==> config.mk <==
export PLATFORM = sky130hd
export DESIGN_NAME = pc_redirect_ctrl
export DESIGN_NICKNAME = d
export VERILOG_FILES = /design/src/rtl/branch_ctrl_pkg.sv /design/src/rtl/sat_counter32.sv /design/src/rtl/pc_redirect_ctrl.sv
export SDC_FILE = /design/constraint.sdc
export NUM_CORES = 1
export LEC_CHECK = 0
export ABC_CLOCK_PERIOD_IN_PS = 5000
export BUFFER_PORTS_ARGS = -buffer_cell sky130_fd_sc_hd__buf_2
export CORE_MARGIN = 1
export CORE_UTILIZATION = 43
export DETAILED_ROUTE_END_ITERATION = 16
export GPL_ROUTABILITY_DRIVEN = 1
export HOLD_SLACK_MARGIN = 0.15
export PLACE_DENSITY = 0.92
export REMOVE_ABC_BUFFERS = 1
export SLEW_MARGIN = 5
export SYNTH_ARGS = -nofsm -noshare
export SYNTH_HDL_FRONTEND = slang
export SYNTH_SLANG_ARGS = --single-unit
==> constraint.sdc <==
create_clock -name clk -period 5 [get_ports clk]
set_input_delay 1.5 -clock clk [delete_from_list [all_inputs] [get_ports clk]]
set_output_delay 1.5 -clock clk [all_outputs]
set_load 0.01 [all_outputs]
==> src/rtl/branch_ctrl_pkg.sv <==
// Shared types and constants for the branch/halt redirect controller.
package branch_ctrl_pkg;

  typedef enum logic [1:0] {
    RUN    = 2'd0,
    SQUASH = 2'd1,
    HALTED = 2'd2
  } redirect_state_e;

  localparam int PC_STEP         = 4;
  localparam int FLUSH_DEPTH_DEF = 2;

endpackage

==> src/rtl/sat_counter32.sv <==
// 32-bit event counter that sticks at all-ones instead of wrapping.
module sat_counter32 (
  input  logic        clk,
  input  logic        reset,
  input  logic        inc,
  output logic [31:0] count
);

  always_ff @(posedge clk or posedge reset) begin
    if (reset) begin
      count <= '0;
    end else if (inc && (count != 32'hFFFF_FFFF)) begin
      count <= count + 32'd1;
    end
  end

endmodule

==> src/rtl/pc_redirect_ctrl.sv <==
// PC redirect / squash / halt sequencer for the pipeline front end.
// Optional statistics counters are built when BRANCH_CTRL_STATS_EN is defined.
//
// state  | meaning
// RUN    | normal fetch; accepts Halt, PcSel and Stall
// SQUASH | wrong-path instructions still in flight; ID/EX squashed
// HALTED | core parked at HoldPC until Resume
module pc_redirect_ctrl
  import branch_ctrl_pkg::*;
#(
  parameter int PC_W        = 9,
  parameter int FLUSH_DEPTH = FLUSH_DEPTH_DEF
) (
  input  logic            clk,
  input  logic            reset,
  input  logic [PC_W-1:0] CurPC,
  input  logic            PcSel,
  input  logic [31:0]     BrPC,
  input  logic            Halt,
  input  logic            Resume,
  input  logic            Stall,
  output logic            PcWrite,
  output logic [PC_W-1:0] PcNext,
  output logic            FlushIF,
  output logic            FlushID,
  output logic            Halted,
  output logic            RangeErr,
  output logic [31:0]     TakenCount,
  output logic [31:0]     FlushCycles
);

  localparam int CNT_W = (FLUSH_DEPTH > 1) ? $clog2(FLUSH_DEPTH) : 1;
  localparam logic [CNT_W-1:0] CNT_LOAD = CNT_W'(FLUSH_DEPTH - 1);
  localparam logic [PC_W-1:0]  STEP     = PC_W'(PC_STEP);

  redirect_state_e state, state_nxt;
  logic [CNT_W-1:0] cnt, cnt_nxt;
  logic [PC_W-1:0]  hold_pc, hold_nxt;
  logic             range_set;

  always_ff @(posedge clk or posedge reset) begin
    if (reset) begin
      state    <= RUN;
      cnt      <= '0;
      hold_pc  <= '0;
      RangeErr <= 1'b0;
    end else begin
      state    <= state_nxt;
      cnt      <= cnt_nxt;
      hold_pc  <= hold_nxt;
      RangeErr <= RangeErr | range_set;
    end
  end

  always_comb begin
    state_nxt = state;
    cnt_nxt   = cnt;
    hold_nxt  = hold_pc;
    range_set = 1'b0;
    PcWrite   = 1'b0;
    PcNext    = CurPC + STEP;
    FlushIF   = 1'b0;
    FlushID   = 1'b0;
    Halted    = 1'b0;
    if (reset) begin
      FlushIF = 1'b1;
      FlushID = 1'b1;
    end else begin
      unique case (state)
        RUN: begin
          if (Halt) begin
            FlushIF   = 1'b1;
            FlushID   = 1'b1;
            hold_nxt  = CurPC;
            state_nxt = HALTED;
          end else if (PcSel) begin
            // Redirect beats a simultaneous load-use stall.
            PcWrite   = 1'b1;
            PcNext    = BrPC[PC_W-1:0];
            FlushIF   = 1'b1;
            FlushID   = 1'b1;
            range_set = ((BrPC >> PC_W) != 32'd0);
            if (FLUSH_DEPTH > 1) begin
              cnt_nxt   = CNT_LOAD;
              state_nxt = SQUASH;
            end
          end else begin
            PcWrite = !Stall;
          end
        end
        SQUASH: begin
          FlushID = 1'b1;
          PcWrite = !Stall;
          if (!Stall) begin
            if (cnt <= CNT_W'(1)) begin
              state_nxt = RUN;
            end else begin
              cnt_nxt = cnt - 1'b1;
            end
          end
        end
        HALTED: begin
          Halted  = 1'b1;
          FlushIF = 1'b1;
          FlushID = 1'b1;
          PcNext  = hold_pc + STEP;
          if (Resume) begin
            PcWrite   = 1'b1;
            state_nxt = RUN;
          end
        end
        default: state_nxt = RUN;
      endcase
    end
  end

`ifdef BRANCH_CTRL_STATS_EN
  logic taken_inc, flush_inc;

  assign taken_inc = !reset && (state == RUN) && !Halt && PcSel;
  assign flush_inc = !reset && FlushID && !Halted;

  sat_counter32 u_taken_cnt (
    .clk   (clk),
    .reset (reset),
    .inc   (taken_inc),
    .count (TakenCount)
  );

  sat_counter32 u_flush_cnt (
    .clk   (clk),
    .reset (reset),
    .inc   (flush_inc),
    .count (FlushCycles)
  );
`else
  assign TakenCount  = '0;
  assign FlushCycles = '0;
`endif

endmodule

==> impl_metrics.csv <==
group,metric,value,unit
yosys,synth.cell_area,0.001526,sq mm
grt,grt.met1_usage,22.49,%
clocking,cts-root-buf,"sky130_fd_sc_hd__clkbuf_4",
die,dieWidth,61.58,microns
place,gp_congestion,0.8580,
place,dp.final_hpwl,2.750,mm
yosys,synth_area_per_cell,8.251,sq um
power,vdd_drop_max,0.2013,mV
die,initial_cell_density_of_the_core,45.39,%
yosys,synth_cell_type_count,36,
timing,rsz0062_at_grt,"false",
flow_run,drv.max_cap_violation_count,0,
setup_path,crit_chain,"buf_2 -> nor2b_2 -> o21ai_0 -> a32oi_1 -> a21o_1 -> buf_2",
die,placeable_core_area,0.003363,sq mm
clocking,cts_tree,"yes",
die,die_height,61.58,microns
clocking,cts-buffers-inserted,3,
hold_path,holdPathStages,1,
detailed_routing,routed_wirelength_normalized_by_instance_count,11.41,microns
setup_path,worst-endpoint-arrival,2770,ps
clocking,clock_sinks,12,
clocking,postCtsResizedCells,0,
yosys,synth_edf_count,0,
clocking,clock_insertion_delay_worst_skew,280,ps
detailed_routing,wl,3.332,mm
setup_path,reg2reg_depth,5,
clocking,cts_max_path_buffers,2,
detailed_routing,drt-initial-drc-count,40,
power,power_per_cell_area,382.1,mW/mm^2
timing,layout_worst_path_cycle_share,85.30,%
die,fp.dieArea,0.003792,sq mm
timing,hold_violations,0,
cells_and_area,num_antenna_cells,0,
timing,finalSetupTns,0,ps
place,io_buffer_count,60,
setup_path,cp.required,3500,ps
timing,maxSlewViolCount,0,
setup_path,endpoint_class_of_the_critical_path,"output pin",
timing,slew-limit-headroom,60.59,%
grt,grt_antenna_before_repair,0,
timing,final_setup_fails,0,
clocking,clk_pin_slew_worst_paths,80,ps
cells_and_area,num-nets-final,300,
timing,timing.fmax,234.5,MHz
yosys,post_synth_inst_count,185,
yosys,yosys_most_used_dff,"sky130_fd_sc_hd__dfrtp_1",
timing,timing.clock.skew,4.415,ps
grt,grt_max_degree,15,
detailed_routing,dr_total_vias,1334,
die,rows,21,
clocking,htree_levels,1,
status,run_status,"finished, final reports clean",
setup_path,start_kind,"input port",
hold_path,holdCritPathClass,"reg2reg",
detailed_routing,drcViolationCount,0,
timing,final_period_minus_worst_setup_slack,4265,ps
yosys,ys_seq_elements,12,
detailed_routing,antenna_violating_nets_post_route,0,
detailed_routing,detailedRoute.firstPassIterationCount,4,
setup_path,critical_path.slowest_cell,"sky130_fd_sc_hd__nor2b_2",
clocking,post_cts_hold_buffer_count,0,
grt,gr-usage-met2,32.26,%
power,power,0.6368,mW
grt,total_grt_overflow,0,
grt,grtUsageTotal,18.86,%
power,leakage,0.9098,nW
setup_path,timing.critical_path.fanout_max,14,
die,num_io_pins,125,
detailed_routing,via_density_per_instance,4.568,
yosys,synth.yosys.seq_area_share,19.67,%
yosys,async_s_r_ff_share_synth,100.0,%
yosys,synth_warnings,0,
setup_path,critical_path.most_common_cell,"sky130_fd_sc_hd__buf_2",
grt,grt_busiest_layer,"met2",
grt,grt.met3_usage,3.361,%
setup_path,worst_path_largest_cell_delay,490,ps
setup_path,kind_of_critical_path,"in2out",
grt,grt_first_pass_wirelength,5.264,mm
clocking,postCtsSetupBuffers,0,
cells_and_area,final_layout_size_suffix_gt1_share,32.11,%
cells_and_area,layout-area-overhead-vs-synth,9.180,%
timing,transition_time_at_the_pin_with_the_least_slew_margin,588.5,ps
grt,grt_pass1_vias,1174,
-- through the flow --
| stage | cell area (sq um) | setup slack, ps | instances | utilization, % | hold slack, ps |
|---|---|---|---|---|---|
| global placement | 1630 | 810.1 | 288 | 48.47 | 446.8 |
| CTS | 1667 | 768.0 | 292 | 49.55 | 466.6 |
| global route | 1667 | 616.1 | 292 | 49.55 | 483.4 |
| detailed placement | 1630 | 766.6 | 288 | 48.47 | 449.0 |
| floorplan | 1272 | 1071 | 182 | - | 479.9 |
| finish | 1667 | 734.9 | 292 | 49.55 | 467.9 |
-- synthesized netlist by cell type, types with 2 or more instances --
library cell               count  area share, %
sky130_fd_sc_hd__nand3_1      10            3.3
sky130_fd_sc_hd__inv_1         6            1.5
sky130_fd_sc_hd__buf_2         2           0.66
sky130_fd_sc_hd__a21o_1        3            1.5
sky130_fd_sc_hd__and3_1        4            1.6
sky130_fd_sc_hd__o21ai_0       9            3.0
sky130_fd_sc_hd__buf_4        64             31
sky130_fd_sc_hd__nand2_2       2           0.82
sky130_fd_sc_hd__nand2_1       5            1.2
sky130_fd_sc_hd__xor2_1        2            1.1
sky130_fd_sc_hd__xnor2_1       6            3.4
sky130_fd_sc_hd__or3_1         3            1.2
sky130_fd_sc_hd__nor2_1        5            1.2
sky130_fd_sc_hd__nand2b_1      4            1.6
sky130_fd_sc_hd__ha_1          6            4.9
sky130_fd_sc_hd__nor4_1        5            2.0
sky130_fd_sc_hd__a32oi_1       2            1.1
sky130_fd_sc_hd__dfrtp_1      12             20
sky130_fd_sc_hd__nor2b_1       2           0.82
sky130_fd_sc_hd__a21oi_1       6            2.0
sky130_fd_sc_hd__a221o_1       3            2.0
sky130_fd_sc_hd__nor3_1        2           0.66
sky130_fd_sc_hd__mux2_2        8            5.9
sky130_fd_sc_hd__a211o_1       2            1.1
-- cell families after synthesis --
| kind of cell | Yosys count | synth area share [%] |
|---|---|---|
| buffers and inverters | 73 | 33.85 |
| and+or+nand+nor | 45 | 16.39 |
| AOI/OAI and AO/OA | 32 | 14.43 |
| DFF | 12 | 19.67 |
| xor gates and xnor gates | 8 | 4.590 |
| muxes | 8 | 5.902 |
| adders and majority gates | 6 | 4.918 |
| other | 1 | 0.2457 |
-- placed cells by master (no fill, tap or decap), types with 2 or more instances in the layout --
master	synthesis	routed
sky130_fd_sc_hd__nor2b_1	2	2
sky130_fd_sc_hd__o21ai_0	9	9
sky130_fd_sc_hd__dfrtp_1	12	12
sky130_fd_sc_hd__inv_1	6	6
sky130_fd_sc_hd__buf_2	2	60
sky130_fd_sc_hd__xor2_1	2	2
sky130_fd_sc_hd__nand2_2	2	2
sky130_fd_sc_hd__nor3_1	2	2
sky130_fd_sc_hd__nand3_1	10	10
sky130_fd_sc_hd__clkbuf_4	0	3
sky130_fd_sc_hd__ha_1	6	6
sky130_fd_sc_hd__a32oi_1	2	2
sky130_fd_sc_hd__nor2_1	5	5
sky130_fd_sc_hd__mux2_2	8	8
sky130_fd_sc_hd__a21oi_1	6	6
sky130_fd_sc_hd__xnor2_1	6	6
sky130_fd_sc_hd__nand2b_1	4	4
sky130_fd_sc_hd__conb_1	1	64
sky130_fd_sc_hd__or3_1	3	3
sky130_fd_sc_hd__a21o_1	3	3
sky130_fd_sc_hd__a221o_1	3	3
sky130_fd_sc_hd__nand2_1	5	5
sky130_fd_sc_hd__and3_1	4	4
sky130_fd_sc_hd__a211o_1	2	2
sky130_fd_sc_hd__nor4_1	5	5
-- sequential cells by signal, indices dropped and copies added, names as in the netlist --
register / flops
state: 2
hold_pc: 9
RangeErr: 1
-- worst max-delay path: cells and delay by family --
| kind | cells | cell delay [ps] |
|---|---|---|
| simple gates | 1 | 490 |
| compound gates | 3 | 510 |
| buf+inv | 2 | 260 |
-- path summary, 6_finish.rpt --
kind,startpoint,to,slack (ps)
setup / recovery,reset,PcNext[7],730
hold / removal,RangeErr,RangeErr,470
setup reg to reg,state[1],hold_pc[0],3000
hold reg to reg,RangeErr,RangeErr,470
max in group asynchronous,reset,hold_pc[6],3370
min in group asynchronous,reset,hold_pc[8],1290
-- metal layers --
metal  part of all wire (%)  wire, microns  up-vias
met5                      0              0        -
met4                    2.0             68        0
met3                    8.0            266        8
met2                     51           1692       68
met1                     39           1305      618
li1                       -              -      640
-- cell type report --
class | instances | area (sq um)
Clock buffer | 4 | 36.28
Fill cell | 343 | 1697
Inverter | 7 | 26.28
Multi-Input combinational cell | 163 | 945.9
Sequential cell | 12 | 300.3
Tap cell | 46 | 57.56
Timing Repair Buffer | 60 | 300.3
-- report_power, final --
group	internal [mW]	total (mW)	switching, mW
combinational	0.166	0.371	0.205
sequential	0.144	0.187	0.0426
clock	0.0443	0.0798	0.0354
Power figures use the tool's default switching activity.
